File: src/rtl/marin_display_pkg.sv
// -----------------------------------------------------------------------------
// marin_display_pkg
// Shared definitions for the Marin seven-segment display controller:
//   - register map (word offsets selected by wb_adr_i[3:2])
//   - CTRL register field positions
//   - 16-entry hex-to-segment table (gfedcba, active-high) and lookup helper
// -----------------------------------------------------------------------------
package marin_display_pkg;

    // Register select, taken from byte address bits [3:2].
    typedef enum logic [1:0] {
        REG_DATA   = 2'd0,
        REG_CTRL   = 2'd1,
        REG_STATUS = 2'd2,
        REG_RSVD   = 2'd3
    } reg_sel_e;

    // CTRL fields: one byte of digit enables, one byte of decimal points.
    localparam int CTRL_EN_LSB  = 0;
    localparam int CTRL_EN_W    = 8;
    localparam int CTRL_DP_LSB  = 8;
    localparam int CTRL_DP_W    = 8;

    // STATUS field: current digit index.
    localparam int STATUS_IDX_W = 3;

    // Hex digit to segments, bit order g f e d c b a, lit = 1.
    localparam logic [6:0] HEX_SEG [16] = '{
        7'h3F, 7'h06, 7'h5B, 7'h4F, 7'h66, 7'h6D, 7'h7D, 7'h07,
        7'h7F, 7'h6F, 7'h77, 7'h7C, 7'h39, 7'h5E, 7'h79, 7'h71
    };

    function automatic logic [6:0] hex_to_seg(input logic [3:0] value);
        return HEX_SEG[value];
    endfunction

endpackage

File: src/rtl/marin_hex7seg.sv
// -----------------------------------------------------------------------------
// marin_hex7seg
// Combinational hex digit to seven-segment decoder.
// Ports:
//   hex  in  4  hex value 0..F
//   seg  out 7  segments g..a, active-high (lit = 1)
// -----------------------------------------------------------------------------
module marin_hex7seg
    import marin_display_pkg::*;
(
    input  logic [3:0] hex,
    output logic [6:0] seg
);

    always_comb begin
        seg = hex_to_seg(hex);
    end

endmodule

File: src/rtl/marin_display.sv
// -----------------------------------------------------------------------------
// marin_display
// Multiplexed seven-segment display controller with a Wishbone B3 classic
// slave. Scans NUM_DIGITS digits, one slot of REFRESH_DIV clocks each; the
// first BLANK_CYCLES clocks of every slot keep all anodes off to stop ghosting.
// Ports:
//   clk_i     in  1           system clock
//   rst_i     in  1           asynchronous active-high reset
//   wb_cyc_i  in  1           bus cycle
//   wb_stb_i  in  1           strobe
//   wb_we_i   in  1           write enable
//   wb_adr_i  in  4           byte address, [3:2] selects the register
//   wb_sel_i  in  4           byte enables
//   wb_dat_i  in  32          write data
//   wb_dat_o  out 32          registered read data, valid while ack is high
//   wb_ack_o  out 1           single-cycle acknowledge
//   seg       out 8           segments, [6:0] = g..a, [7] = dp
//   an        out NUM_DIGITS  digit anodes, bit 0 = rightmost digit
// -----------------------------------------------------------------------------
module marin_display
    import marin_display_pkg::*;
#(
    parameter int NUM_DIGITS   = 4,
    parameter int REFRESH_DIV  = 65536,
    parameter int BLANK_CYCLES = 64,
    parameter bit ACTIVE_LOW   = 1'b1
) (
    input  logic                  clk_i,
    input  logic                  rst_i,
    input  logic                  wb_cyc_i,
    input  logic                  wb_stb_i,
    input  logic                  wb_we_i,
    input  logic [3:0]            wb_adr_i,
    input  logic [3:0]            wb_sel_i,
    input  logic [31:0]           wb_dat_i,
    output logic [31:0]           wb_dat_o,
    output logic                  wb_ack_o,
    output logic [7:0]            seg,
    output logic [NUM_DIGITS-1:0] an
);

    localparam int PRESC_W = (REFRESH_DIV > 1) ? $clog2(REFRESH_DIV) : 1;
    localparam logic [PRESC_W-1:0]      PRESC_LAST = PRESC_W'(REFRESH_DIV - 1);
    localparam logic [PRESC_W-1:0]      BLANK_END  = PRESC_W'(BLANK_CYCLES);
    localparam logic [STATUS_IDX_W-1:0] IDX_LAST   = STATUS_IDX_W'(NUM_DIGITS - 1);

    // Enables come out of reset on for every physically present digit.
    localparam logic [CTRL_EN_W-1:0] EN_RESET = CTRL_EN_W'((9'd1 << NUM_DIGITS) - 9'd1);

    // Pin level meaning "off"; XOR with it turns lit=1 into board polarity.
    localparam logic [7:0]            SEG_OFF = ACTIVE_LOW ? 8'hFF : 8'h00;
    localparam logic [NUM_DIGITS-1:0] AN_OFF  = ACTIVE_LOW ? {NUM_DIGITS{1'b1}}
                                                           : {NUM_DIGITS{1'b0}};

    // ------------------------------------------------------------------
    // Register file
    // ------------------------------------------------------------------
    logic [31:0]             data_q;
    logic [CTRL_EN_W-1:0]    en_q;
    logic [CTRL_DP_W-1:0]    dp_q;

    logic [PRESC_W-1:0]      presc_q;
    logic [STATUS_IDX_W-1:0] idx_q;

    // ------------------------------------------------------------------
    // Wishbone slave
    // ------------------------------------------------------------------
    reg_sel_e    reg_sel;
    logic        bus_req;
    logic [31:0] rd_data;

    // Byte-lane bits [1:0] only matter for sub-word masters; lanes are
    // selected by wb_sel_i instead.
    logic unused_adr;
    assign unused_adr = ^wb_adr_i[1:0];

    assign reg_sel = reg_sel_e'(wb_adr_i[3:2]);

    // Gating with ack makes a held strobe ack every other cycle.
    assign bus_req = wb_cyc_i & wb_stb_i & ~wb_ack_o;

    // NOTE: every variable gets a default before the case so no latch is inferred.
    always_comb begin
        rd_data = '0;
        case (reg_sel)
            REG_DATA:   rd_data = data_q;
            REG_CTRL:   rd_data = {16'h0000, dp_q, en_q};
            REG_STATUS: rd_data = {{(32 - STATUS_IDX_W){1'b0}}, idx_q};
            default:    rd_data = '0;
        endcase
    end

    // NOTE: sequential state uses non-blocking assignments so all flops
    // update together on the edge regardless of statement order.
    // NOTE: the control registers are plain flops, not a memory, so they
    // take a defined reset value and the display starts in a known state.
    always_ff @(posedge clk_i or posedge rst_i) begin
        if (rst_i) begin
            wb_ack_o <= 1'b0;
            wb_dat_o <= '0;
            data_q   <= '0;
            en_q     <= EN_RESET;
            dp_q     <= '0;
        end else begin
            wb_ack_o <= bus_req;
            if (bus_req) begin
                wb_dat_o <= rd_data;
                if (wb_we_i) begin
                    case (reg_sel)
                        REG_DATA: begin
                            for (int b = 0; b < 4; b++) begin
                                if (wb_sel_i[b]) data_q[8*b +: 8] <= wb_dat_i[8*b +: 8];
                            end
                        end
                        REG_CTRL: begin
                            if (wb_sel_i[CTRL_EN_LSB / 8])
                                en_q <= wb_dat_i[CTRL_EN_LSB +: CTRL_EN_W];
                            if (wb_sel_i[CTRL_DP_LSB / 8])
                                dp_q <= wb_dat_i[CTRL_DP_LSB +: CTRL_DP_W];
                        end
                        default: ; // STATUS is read-only, offset 3 ignores writes
                    endcase
                end
            end
        end
    end

    // ------------------------------------------------------------------
    // Prescaler and digit index
    // ------------------------------------------------------------------
    always_ff @(posedge clk_i or posedge rst_i) begin
        if (rst_i) begin
            presc_q <= '0;
            idx_q   <= '0;
        end else if (presc_q == PRESC_LAST) begin
            presc_q <= '0;
            idx_q   <= (idx_q == IDX_LAST) ? '0 : idx_q + 1'b1;
        end else begin
            presc_q <= presc_q + 1'b1;
        end
    end

    // ------------------------------------------------------------------
    // Segment / anode generation
    // ------------------------------------------------------------------
    logic [3:0]            cur_hex;
    logic [6:0]            cur_seg7;
    logic                  slot_blank;
    logic [7:0]            seg_next;
    logic [NUM_DIGITS-1:0] an_next;

    // Index is at most 7, so {idx,00} stays inside the 32-bit DATA word.
    assign cur_hex = data_q[{idx_q, 2'b00} +: 4];

    marin_hex7seg u_hex7seg (
        .hex (cur_hex),
        .seg (cur_seg7)
    );

    assign slot_blank = (presc_q < BLANK_END) || !en_q[idx_q];

    always_comb begin
        seg_next = '0;
        an_next  = '0;
        if (!slot_blank) begin
            seg_next = {dp_q[idx_q], cur_seg7};
            for (int i = 0; i < NUM_DIGITS; i++) begin
                an_next[i] = (idx_q == STATUS_IDX_W'(i));
            end
        end
    end

    // Registered pins: reset forces them off immediately, and the polarity
    // flip happens here so no combinational path reaches the board.
    always_ff @(posedge clk_i or posedge rst_i) begin
        if (rst_i) begin
            seg <= SEG_OFF;
            an  <= AN_OFF;
        end else begin
            seg <= seg_next ^ SEG_OFF;
            an  <= an_next ^ AN_OFF;
        end
    end

endmodule

File: config.mk
export PLATFORM = sky130hd
export DESIGN_NAME = marin_display
export DESIGN_NICKNAME = d
export VERILOG_FILES = /design/src/rtl/marin_display_pkg.sv /design/src/rtl/marin_hex7seg.sv /design/src/rtl/marin_display.sv
export SDC_FILE = /design/constraint.sdc
export NUM_CORES = 1
export LEC_CHECK = 0
export ABC_AREA = 1
export BUFFER_PORTS_ARGS = -buffer_cell sky130_fd_sc_hd__buf_4
export CAP_MARGIN = 20
export CORE_AREA = 2 2 116 118
export CTS_CLUSTER_DIAMETER = 40
export DETAILED_ROUTE_END_ITERATION = 6
export DIE_AREA = 0 0 118 120
export SLEW_MARGIN = 20
export SYNTH_ARGS = -nofsm -noshare
export SYNTH_HDL_FRONTEND = slang
export SYNTH_SLANG_ARGS = --single-unit
File: constraint.sdc
create_clock -name clk_i -period 4.56 [get_ports clk_i]
set_clock_uncertainty 0.15 [all_clocks]
set_input_delay 0.456 -clock clk_i [delete_from_list [all_inputs] [get_ports clk_i]]
set_output_delay 0.456 -clock clk_i [all_outputs]
set_load 0.005 [all_outputs]
# After elaboration in Yosys (flattened, before gate mapping)
# Memory sizes are Yosys's and may differ from the RTL's.
# Cells that the tools add are included.
dict set report classes {
  add_sub_neg 2
  magnitude_cmp 3
  n_eq_ne 6
  n_shift 1
  muxes 11
  bitwise 6
  reduce_logical 10
}
# cell count
set op_table {}
lappend op_table {{one-hot mux 32 bit (3 select lines)} 1}
lappend op_table {{variable part select 32 x 6 -> 4 bit} 1}
lappend op_table {{AND reduction 4 bit} 6}
lappend op_table {{adder 16 x 1 -> 16 bit (second input constant)} 1}
lappend op_table {{equality test 16 bit (second input constant)} 1}
lappend op_table {{< comparator 16 x 7 -> 1 bit (second input constant)} 1}
lappend op_table {{two-way mux 16 bit} 1}
lappend op_table {{two-way mux 7 bit} 2}
lappend op_table {{two-way mux 8 bit} 1}
lappend op_table {{NOT 8 bit} 1}
lappend op_table {{binary-select mux 1 bit (select 3 bit)} 2}
lappend op_table {{equality test 3 x 2 -> 1 bit (second input constant)} 2}
lappend op_table {{greater-or-equal comparator 5 bit (second input constant)} 1}
lappend op_table {{NOT 4 -> 5 bit} 1}
lappend op_table {{< comparator 3 x 4 -> 1 bit (second input constant)} 1}
lappend op_table {{two-way mux 4 bit} 1}
lappend op_table {{NOT 4 bit} 1}
lappend op_table {{adder 3 x 1 -> 3 bit (second input constant)} 1}
lappend op_table {{equality test 3 x 1 -> 1 bit (second input constant)} 1}
lappend op_table {{logical NOT 3 bit} 1}
lappend op_table {{two-way mux 3 bit} 1}
lappend op_table {{AND 1 bit} 2}
lappend op_table {{equality test 2 x 1 -> 1 bit (second input constant)} 1}
lappend op_table {{equality test 2 bit (second input constant)} 1}
lappend op_table {{other kinds (5)} 6}
dict set report word_totals {
  regBits 112
  romBits 112
  mem_count 1
}
# name words width rd rd_ports_with_merged_regs write_ports line
set mem_list {}
lappend mem_list {{(no name shown)} 16 7 1 0 0 marin_display_pkg.sv:34} ;# return HEX_SEG[value];

# Depth between registers and ports, before layout
# Gate-level depths: netlist (run 1).
dict set report logic_depth {
  word_depth 7
  ltp_mapped 12
}

# Hierarchy
# From an unflattened synthesis (run 1), not the netlist that was laid out.
dict set report hier_totals {
  cells_unflattened 659
  hier_area_um2 5494.0
}
# module n_inst cells_per_inst area_per_inst_um2 seq_area_each_um2
set modules_own_cells {}
lappend modules_own_cells {marin_display 1 607 5223.8 2822.7}
lappend modules_own_cells {marin_hex7seg 1 52 270.3 0.0}

# Worst setup path after synthesis (run 1)
# No wires, ideal clock.
dict set report synth_timing {
  path_type {register -> register}
  startpoint {register idx_q[0]}
  endpoint {register seg[1]}
  arrival_ns 1.626
  t_required_ns 4.333
  path_slack_ns 2.707
  stages_incl_launch_ff 12
  path_buffers 1
  cell_sequence {dfrtp_1 inv_2 buf_2 nand2_1 nand3_1 nand2_1 o21ai_1 ha_1 nand3_1 nor2_1 nor2_1 nand2_1}
}
dict set report synth_between {
  elab_chain_cells 7
}
# item line
set synth_rtl {}
lappend synth_rtl {{from (decl)} marin_display.sv:63} ;# logic [STATUS_IDX_W-1:0] idx_q;
lappend synth_rtl {{from (signal assigned)} marin_display.sv:137} ;# idx_q <= (idx_q == IDX_LAST) ? '0 : idx_q + 1'b1;
lappend synth_rtl {{variable part select 32 x 6 -> 4 bit} marin_display.sv:153} ;# assign cur_hex = data_q[{idx_q, 2'b00} +: 4];
lappend synth_rtl {{NOT 4 -> 5 bit (implied by the code)} marin_display_pkg.sv:34}
lappend synth_rtl {{memory read (16 x 7 bit)} n/a}
lappend synth_rtl {{two-way mux 7 bit (implied by the code) (2 in series)} marin_display_pkg.sv:34}
lappend synth_rtl {{two-way mux 8 bit (*)} marin_display.sv:165} ;# if (!slot_blank) begin
lappend synth_rtl {{NOT 8 bit (no line) (*)} n/a}
lappend synth_rtl {{to (signal assigned)} marin_display.sv:180} ;# seg <= seg_next ^ SEG_OFF;
lappend synth_rtl {{to (decl)} marin_display.sv:38} ;# output logic [7:0] seg,
# Mark *: on every way between the ends. The rest lies on a longest branch, timed or not. The select of a mux whose other input is x is not followed.
# A chain may end at the register's enable or synchronous reset.

# Worst setup path after layout (run 1)
dict set report layout_timing {
  startpoint {register idx_q[1]}
  endpoint {register seg[3]}
}
# The elaborated chain is that of the path after synthesis.

==> run_summary.xml, run 1 <==
<?xml version="1.0" encoding="UTF-8"?>
<metrics>
  <group name="pwr">
    <metric name="power_frac_comb" unit="">0.164</metric>
    <metric name="power.share.clock" unit="">0.337</metric>
    <metric name="power_per_cell_area" unit="nW/um2">364.2</metric>
    <metric name="irDropWorstVdd" unit="mV">0.1715</metric>
    <metric name="p_sw" unit="W">0.0006364</metric>
    <metric name="internal_power" unit="W">0.001717</metric>
    <metric name="power_switching_share" unit="">0.2704</metric>
    <metric name="power.static_leakage" unit="nW">3.321</metric>
    <metric name="power.share.sequential" unit="">0.499</metric>
  </group>
  <group name="timing">
    <metric name="layout_setup_ws" unit="ns">1.850</metric>
    <metric name="slew_violations" unit="">0</metric>
    <metric name="timing.setup.tns" unit="ns">0</metric>
    <metric name="final-hold-violation-count" unit="">0</metric>
    <metric name="rsz0062_at_grt" unit="">no</metric>
    <metric name="timing.fmax" unit="GHz">0.3690</metric>
    <metric name="slew-limit-headroom" unit="">0.3331</metric>
    <metric name="finalSetupViolations" unit="">0</metric>
    <metric name="worst_pin_slew" unit="ns">0.9943</metric>
    <metric name="final.hold.worst_slack" unit="ns">0.07502</metric>
    <metric name="period_minus_slack" unit="ns">2.710</metric>
    <metric name="fin_crit_sh" unit="">0.5943</metric>
  </group>
  <group name="die">
    <metric name="dieArea" unit="um2">14160</metric>
    <metric name="die_x_extent" unit="um">118</metric>
    <metric name="core_area" unit="um2">12980</metric>
    <metric name="die_height" unit="um">120</metric>
    <metric name="core.rowCount" unit="">42</metric>
    <metric name="num_io_pins" unit="">90</metric>
    <metric name="initial_core_util" unit="">0.4180</metric>
  </group>
  <group name="drt">
    <metric name="detailroute.via_count" unit="">4349</metric>
    <metric name="detailroute.wirelength.met2" unit="mm">5.767</metric>
    <metric name="routedWlPerCell" unit="um">14.00</metric>
    <metric name="detail_route.wirelength" unit="mm">12.43</metric>
    <metric name="met1Wirelength" unit="mm">5.868</metric>
    <metric name="drt-initial-drc-count" unit="">257</metric>
    <metric name="detail_route.drc_violations" unit="">0</metric>
    <metric name="route.top_layer_used" unit="">met4</metric>
    <metric name="route.met3.wl" unit="um">574</metric>
    <metric name="postRouteAntennaNets" unit="">0</metric>
    <metric name="route.detailed.vias_per_inst" unit="">4.898</metric>
    <metric name="firstDrtPassIters" unit="">5</metric>
  </group>
  <group name="critical_path">
    <metric name="critPathSlowestCell" unit="">dfrtp_1</metric>
    <metric name="start_kind" unit="">register</metric>
    <metric name="setup.worst_path.end_class" unit="">register</metric>
    <metric name="startpoint_of_the_worst_slack_reg_to_reg_timing_path" unit="">idx_q[1]</metric>
    <metric name="timing.critical_path.cells" unit="">inv_1 &gt; nand3_1 &gt; nand2_1 &gt; o21ai_1 &gt; ha_1 &gt; inv_1 &gt; nand2_1 &gt; nand3_1 &gt; nand3_1</metric>
    <metric name="worstPathMaxFanout" unit="">16</metric>
    <metric name="setup.worst_path.class" unit="">reg2reg</metric>
    <metric name="critical-path-top-cell-by-count" unit="">nand3_1</metric>
    <metric name="worst_ep_arrival_time" unit="ns">2.85</metric>
    <metric name="critical-path-max-stage-delay" unit="ns">0.75</metric>
    <metric name="cp.required" unit="ns">4.70</metric>
    <metric name="cp-startpoint" unit="">idx_q[1]</metric>
  </group>
  <group name="clock_tree">
    <metric name="insertion_delay" unit="ns">0.36</metric>
    <metric name="clock_tree.htree_level_count" unit="">3</metric>
    <metric name="cts_buffers" unit="">9</metric>
    <metric name="post_cts_hold_buffer_count" unit="">0</metric>
    <metric name="path_clk_slew" unit="ns">0.07</metric>
    <metric name="ctsLongestPathBuffers" unit="">2</metric>
    <metric name="postCtsSetupBuffers" unit="">0</metric>
    <metric name="clockRootBuffer" unit="">clkbuf_16</metric>
    <metric name="ctsResizeCount" unit="">0</metric>
    <metric name="tritoncts_clock_tree" unit="">yes</metric>
    <metric name="cts.sinks" unit="">112</metric>
  </group>
  <group name="placed_design">
    <metric name="dpl.cell_count" unit="">872</metric>
    <metric name="dp_worst_setup_slack" unit="ns">1.921</metric>
    <metric name="dp_wirelength" unit="mm">8.776</metric>
    <metric name="placement.io_buffers" unit="">87</metric>
    <metric name="globalplace.congestion" unit="">0.8326</metric>
  </group>
  <group name="hold_path">
    <metric name="holdCritPathClass" unit="">in2async</metric>
  </group>
  <group name="synth">
    <metric name="syn_nets" unit="">683</metric>
    <metric name="mappedNetlistArea" unit="um2">5425</metric>
    <metric name="synth_seq_cells" unit="">112</metric>
    <metric name="synth.yosys.warnings" unit="">0</metric>
    <metric name="postSynth.asyncResetShare" unit="">1.000</metric>
    <metric name="count_of_flip_flops_with_a_built_in_enable_after_synthesis" unit="">0</metric>
    <metric name="synthesis.instances" unit="">627</metric>
    <metric name="yosysSeqAreaShare" unit="">0.5203</metric>
    <metric name="synth.avg_cell_area" unit="um2">8.653</metric>
    <metric name="dominantRegCellSynth" unit="">dfrtp_1</metric>
    <metric name="synth.lib_cells_used.distinct" unit="">37</metric>
  </group>
  <group name="grt">
    <metric name="globalRouteTotalUtil" unit="">0.1851</metric>
    <metric name="antenna_found_initial" unit="">0</metric>
    <metric name="grt_pass1_wl" unit="mm">20.85</metric>
    <metric name="overflow" unit="">0</metric>
    <metric name="maximum_number_of_pins_on_one_net_before_global_route_repair" unit="">86</metric>
    <metric name="vias_in_the_first_global_route" unit="">4211</metric>
  </group>
  <group name="finish">
    <metric name="layout_commonest_cell" unit="">nand2_1</metric>
    <metric name="postLayoutCoreUtil" unit="">0.4979</metric>
    <metric name="most_used_cells_in_the_layout_excluding_fill_and_tap_cells" unit="">nand2_1, dfrtp_1, buf_4</metric>
    <metric name="antenna_cells" unit="">0</metric>
    <metric name="finish.net_count" unit="">763</metric>
    <metric name="layoutNonFillerInstCount" unit="">888</metric>
    <metric name="fraction_of_final_layout_cells_with_drive_strength_greater_than_1" unit="">0.2177</metric>
    <metric name="area_growth" unit="%">19.12</metric>
  </group>
  <group name="run">
    <metric name="max_cap_viol_count" unit="">0</metric>
  </group>
  <group name="outcome">
    <metric name="run_status" unit="">finished clean</metric>
  </group>
</metrics>
-- final timing paths --
check,to,slack (ns),cells after the start
setup / recovery,seg[3],1.85,9
hold / removal,presc_q[9],0.08,2
setup reg to reg,seg[3],1.85,9
hold reg to reg,presc_q[0],0.31,1
max in group asynchronous,en_q[3],3.25,3
min in group clk_i,en_q[1],0.19,3
-- flip-flops by register name, summed over array words and instances, names as in the netlist --
signal	count
wb_ack_o	1
seg	8
dp_q	8
an	4
en_q	8
wb_dat_o	32
data_q	32
idx_q	3
presc_q	16
-- final cells by class --
class / count / area, um2
fill: 1264 / 6518
sequential: 112 / 2823
multi-input combinational: 410 / 2131
timing repair buffer: 89 / 668.1
inverter: 85 / 329.1
clock buffer: 12 / 246.5
tap: 176 / 220.2
clock inverter: 4 / 45.04
-- kinds of logic (layout without fill, tap and decap cells) --
group	after synthesis	after routing	share of synthesized area
AND/OR/NAND/NOR	294	294	0.2491
AO/OA/AOI/OAI	95	95	0.1010
multiplexers	1	1	0.002767
XOR/XNOR	9	9	0.01453
buffers and inverters	105	190	0.08695
flip-flops	112	112	0.5203
adder cells (fa/ha/maj)	11	11	0.02537
-- routing by layer --
metal,track usage,vias to the layer above
met2,0.2892,119
met1,0.2574,2057
met4,0.07154,0
met5,0,-
li1,-,2157
met3,0.03279,16
-- stage by stage --
stage	power (W)	area, um2
floorplan	0.001418	5425
global placement	0.001569	6168
detailed placement	0.001583	6168
CTS	0.002372	6460
global route	0.002477	6462
finish	0.002354	6462
-- worst max-delay path, delay by kind of cell (launching register included) --
kind	cells	cell delay, ns
AOI/OAI and AO/OA	1	0.30
DFF	1	0.75
buffers and inverters	2	0.57
and+or+nand+nor	5	0.57
adders and majority gates	1	0.29
-- synthesized netlist by cell type (3+ instances only) --
cell,count,share of area
o21ai_0,40,0.037
xor2_1,8,0.013
clkbuf_1,5,0.0035
ha_1,11,0.025
dfstp_2,16,0.077
inv_1,79,0.055
inv_2,4,0.0028
nand3_1,59,0.054
nor2_1,41,0.028
buf_6,7,0.015
nand4_1,3,0.0035
a21oi_1,24,0.022
nand2_1,167,0.12
nor2_4,3,0.0062
dfrtp_1,96,0.44
o21ai_2,8,0.013
nand2_4,7,0.015
o21ai_1,10,0.0092
buf_4,4,0.0055
o221ai_1,6,0.0097
nor3_1,3,0.0028
buf_2,4,0.0037
o211ai_1,3,0.0042
-- power groups by stage --
stage,Combinational [W],Sequential [W],Clock [W]
6_report,0.000386,0.00118,0.000792
5_1_grt,0.000440,0.00119,0.000846
4_1_cts,0.000391,0.00118,0.000806
3_5_place_dp,0.000389,0.00119,0
3_3_place_gp,0.000377,0.00119,0
2_1_floorplan,0.000237,0.00118,0
Power figures use the tool's default switching activity.
==> inputs of run 2 (changes only) <==
clock period = 2.37 ns   (was 4.56 ns; I/O delays follow)
==> run 2 against run 1 <==
  * Sequential share of layout area shrank 2.2 points
  * Via count grew 3.0%
  * Critical path depth grew 2
  * Combinational power grew 100%
  * Routed wire length grew 3.4%
  * Fmax grew 26%
  * Setup slack lost 1.6 ns
  * Count of clock-buffer cells in the layout grew 2
  * First-iteration DRC count shrank 7.0%
  * Power grew 100%
  * Clock power grew 110%
  * Flip-flop and latch count is the same
==> run_summary.xml, run 2 (synthesis results as in run 1) <==
<?xml version="1.0" encoding="UTF-8"?>
<metrics>
  <group name="placed_design">
    <metric name="dpl.cell_count" unit="">879</metric>
    <metric name="globalplace.congestion" unit="">0.8932</metric>
    <metric name="dp_wirelength" unit="mm">9.239</metric>
    <metric name="placement.io_buffers" unit="">87</metric>
  </group>
  <group name="finish">
    <metric name="reg_top3" unit="">data_q (32), wb_dat_o (32), presc_q (16)</metric>
    <metric name="layoutNonFillerInstCount" unit="">917</metric>
    <metric name="most_used_cells_in_the_layout_excluding_fill_and_tap_cells" unit="">nand2_1, dfrtp_1, buf_4</metric>
    <metric name="layout_commonest_cell" unit="">nand2_1</metric>
    <metric name="antenna_cells" unit="">0</metric>
    <metric name="finish.net_count" unit="">792</metric>
    <metric name="area_growth" unit="%">25.55</metric>
    <metric name="fraction_of_final_layout_cells_with_drive_strength_greater_than_1" unit="">0.2186</metric>
  </group>
  <group name="grt">
    <metric name="grt_pass1_wl" unit="mm">21.20</metric>
    <metric name="vias_in_the_first_global_route" unit="">4285</metric>
    <metric name="antenna_found_initial" unit="">0</metric>
    <metric name="globalRouteTotalUtil" unit="">0.1889</metric>
    <metric name="overflow" unit="">0</metric>
    <metric name="maximum_number_of_pins_on_one_net_before_global_route_repair" unit="">43</metric>
  </group>
  <group name="drt">
    <metric name="met1Wirelength" unit="mm">6.050</metric>
    <metric name="detail_route.drc_violations" unit="">0</metric>
    <metric name="firstDrtPassIters" unit="">5</metric>
    <metric name="routedWlPerCell" unit="um">14.02</metric>
    <metric name="drt-initial-drc-count" unit="">239</metric>
    <metric name="route.top_layer_used" unit="">met4</metric>
    <metric name="postRouteAntennaNets" unit="">0</metric>
    <metric name="detailroute.wirelength.met2" unit="mm">6.042</metric>
    <metric name="route.met3.wl" unit="um">494</metric>
    <metric name="detailroute.via_count" unit="">4479</metric>
    <metric name="detail_route.wirelength" unit="mm">12.85</metric>
    <metric name="route.detailed.vias_per_inst" unit="">4.884</metric>
  </group>
  <group name="die">
    <metric name="num_io_pins" unit="">90</metric>
    <metric name="core.rowCount" unit="">42</metric>
    <metric name="dieArea" unit="um2">14160</metric>
    <metric name="initial_core_util" unit="">0.4180</metric>
    <metric name="die_height" unit="um">120</metric>
    <metric name="core_area" unit="um2">12980</metric>
    <metric name="die_x_extent" unit="um">118</metric>
  </group>
  <group name="clock_tree">
    <metric name="clock_tree.htree_level_count" unit="">3</metric>
    <metric name="insertion_delay" unit="ns">0.36</metric>
    <metric name="path_clk_slew" unit="ns">0.07</metric>
    <metric name="clockRootBuffer" unit="">clkbuf_16</metric>
    <metric name="cts.sinks" unit="">112</metric>
    <metric name="ctsLongestPathBuffers" unit="">2</metric>
    <metric name="cts_buffers" unit="">9</metric>
    <metric name="tritoncts_clock_tree" unit="">yes</metric>
    <metric name="postCtsSetupBuffers" unit="">0</metric>
  </group>
  <group name="timing">
    <metric name="slew_violations" unit="">0</metric>
    <metric name="rsz0062_at_grt" unit="">no</metric>
    <metric name="final-hold-violation-count" unit="">0</metric>
    <metric name="timing.fmax" unit="GHz">0.4656</metric>
    <metric name="timing.setup.tns" unit="ns">0</metric>
    <metric name="slew-limit-headroom" unit="">0.5148</metric>
    <metric name="worst_pin_slew" unit="ns">0.7263</metric>
    <metric name="fin_crit_sh" unit="">0.9062</metric>
    <metric name="period_minus_slack" unit="ns">2.148</metric>
    <metric name="finalSetupViolations" unit="">0</metric>
  </group>
  <group name="pwr">
    <metric name="power_per_cell_area" unit="nW/um2">697.8</metric>
    <metric name="irDropWorstVdd" unit="mV">0.2907</metric>
    <metric name="power.static_leakage" unit="nW">3.473</metric>
  </group>
  <group name="hold_path">
    <metric name="min_from" unit="">wb_dat_i[14]</metric>
    <metric name="worstHoldEndpoint" unit="">dp_q[6]</metric>
    <metric name="holdCritPathClass" unit="">in2reg</metric>
    <metric name="hold_path_depth" unit="">3</metric>
  </group>
  <group name="critical_path">
    <metric name="r2r_cells" unit="">11</metric>
    <metric name="worst_ep_arrival_time" unit="ns">2.28</metric>
    <metric name="cp.required" unit="ns">2.50</metric>
    <metric name="setup.worst_path.class" unit="">reg2reg</metric>
    <metric name="start_kind" unit="">register</metric>
    <metric name="setup.worst_path.end_class" unit="">register</metric>
    <metric name="worstPathMaxFanout" unit="">32</metric>
    <metric name="startpoint_of_the_worst_slack_reg_to_reg_timing_path" unit="">idx_q[0]</metric>
    <metric name="worstReg2RegEnd" unit="">seg[0]</metric>
    <metric name="regToRegSetupSlack" unit="ns">0.22</metric>
  </group>
  <group name="outcome">
    <metric name="run_status" unit="">finished clean</metric>
  </group>
  <group name="run">
    <metric name="max_cap_viol_count" unit="">0</metric>
  </group>
</metrics>
## run 2: cell types whose count changed in the layout (fill, tap and decap cells not counted), moves of 2 or more
cell           before  now
dlygate4sd3_1       0   22
buf_4              89   93
clkinv_2            3    0
buf_12              0    2
clkbuf_8            1    3
## run 2: final cells by class
| type | count | area [um2] |
|---|---|---|
| sequential | 112 | 2823 |
| multi-input combinational | 410 | 2131 |
| inverter | 85 | 330.3 |
| fill | 1221 | 6168 |
| clock inverter | 2 | 60.06 |
| timing repair buffer | 118 | 973.4 |
| clock buffer | 14 | 274.0 |
| tap | 176 | 220.2 |
## run 2: how the worst max path moves through the flow
| stage | start | to | slack, ns | depth (start not counted) |
|---|---|---|---|---|
| 2_1_floorplan | idx_q[0] | seg[1] | 0.52 | 11 |
| 5_1_grt | idx_q[0] | seg[0] | 0.001 | 11 |
| 3_3_place_gp | idx_q[0] | seg[1] | 0.31 | 10 |
| 6_report | idx_q[0] | seg[0] | 0.22 | 11 |
| 4_1_cts | idx_q[0] | seg[0] | 0.19 | 11 |
| 3_5_place_dp | idx_q[0] | seg[0] | 0.20 | 11 |
## run 2: per-layer routing
layer,vias to the layer above,global-route usage
li1,2224,-
met4,0,0.07229
met5,-,0
met1,2137,0.2583
met3,18,0.03850
met2,100,0.2969
## run 2: metrics by stage
step	hold slack (ns)	instance area [um2]	utilization	worst slack [ns]	total power, W
6_report	0.001814	6812	0.5248	0.2223	0.004753
5_1_grt	0.008714	6812	0.5248	0.001256	0.004991
4_1_cts	0.0009633	6802	0.5240	0.1883	0.004790
3_5_place_dp	0.2493	6247	0.4813	0.1988	0.003068
3_3_place_gp	0.2524	6247	0.4813	0.3098	0.003036
2_1_floorplan	0.2131	5429	-	0.5171	0.002729
## run 2: worst max-delay path, stage by stage, from the launching register on
cell and delay (ns):
dfrtp_1 0.42, buf_8 0.23, nand2_1 0.08, nand3_1 0.10
nand3_1 0.10, nand2_1 0.21, inv_1 0.12, ha_1 0.25
inv_1 0.11, nand3_1 0.11, nand3_1 0.10, nand3_1 0.08
## run 2: where the power goes
group / internal, W / switching (W) / total, W / leakage (nW)
Combinational: 0.000356 / 0.000432 / 0.000788 / 1.92
Clock: 0.00101 / 0.000678 / 0.00169 / 0.163
Sequential: 0.00214 / 0.000138 / 0.00227 / 1.39
## run 2: what timing repair did
| action | 4_1_cts | 5_1_grt |
|---|---|---|
| resized for setup | 0 | 4 |
| hold buffers | 22 | 0 |
| endpoints found under the hold margin | 41 | 0 |
| setup endpoints to repair | 0 | 2 |
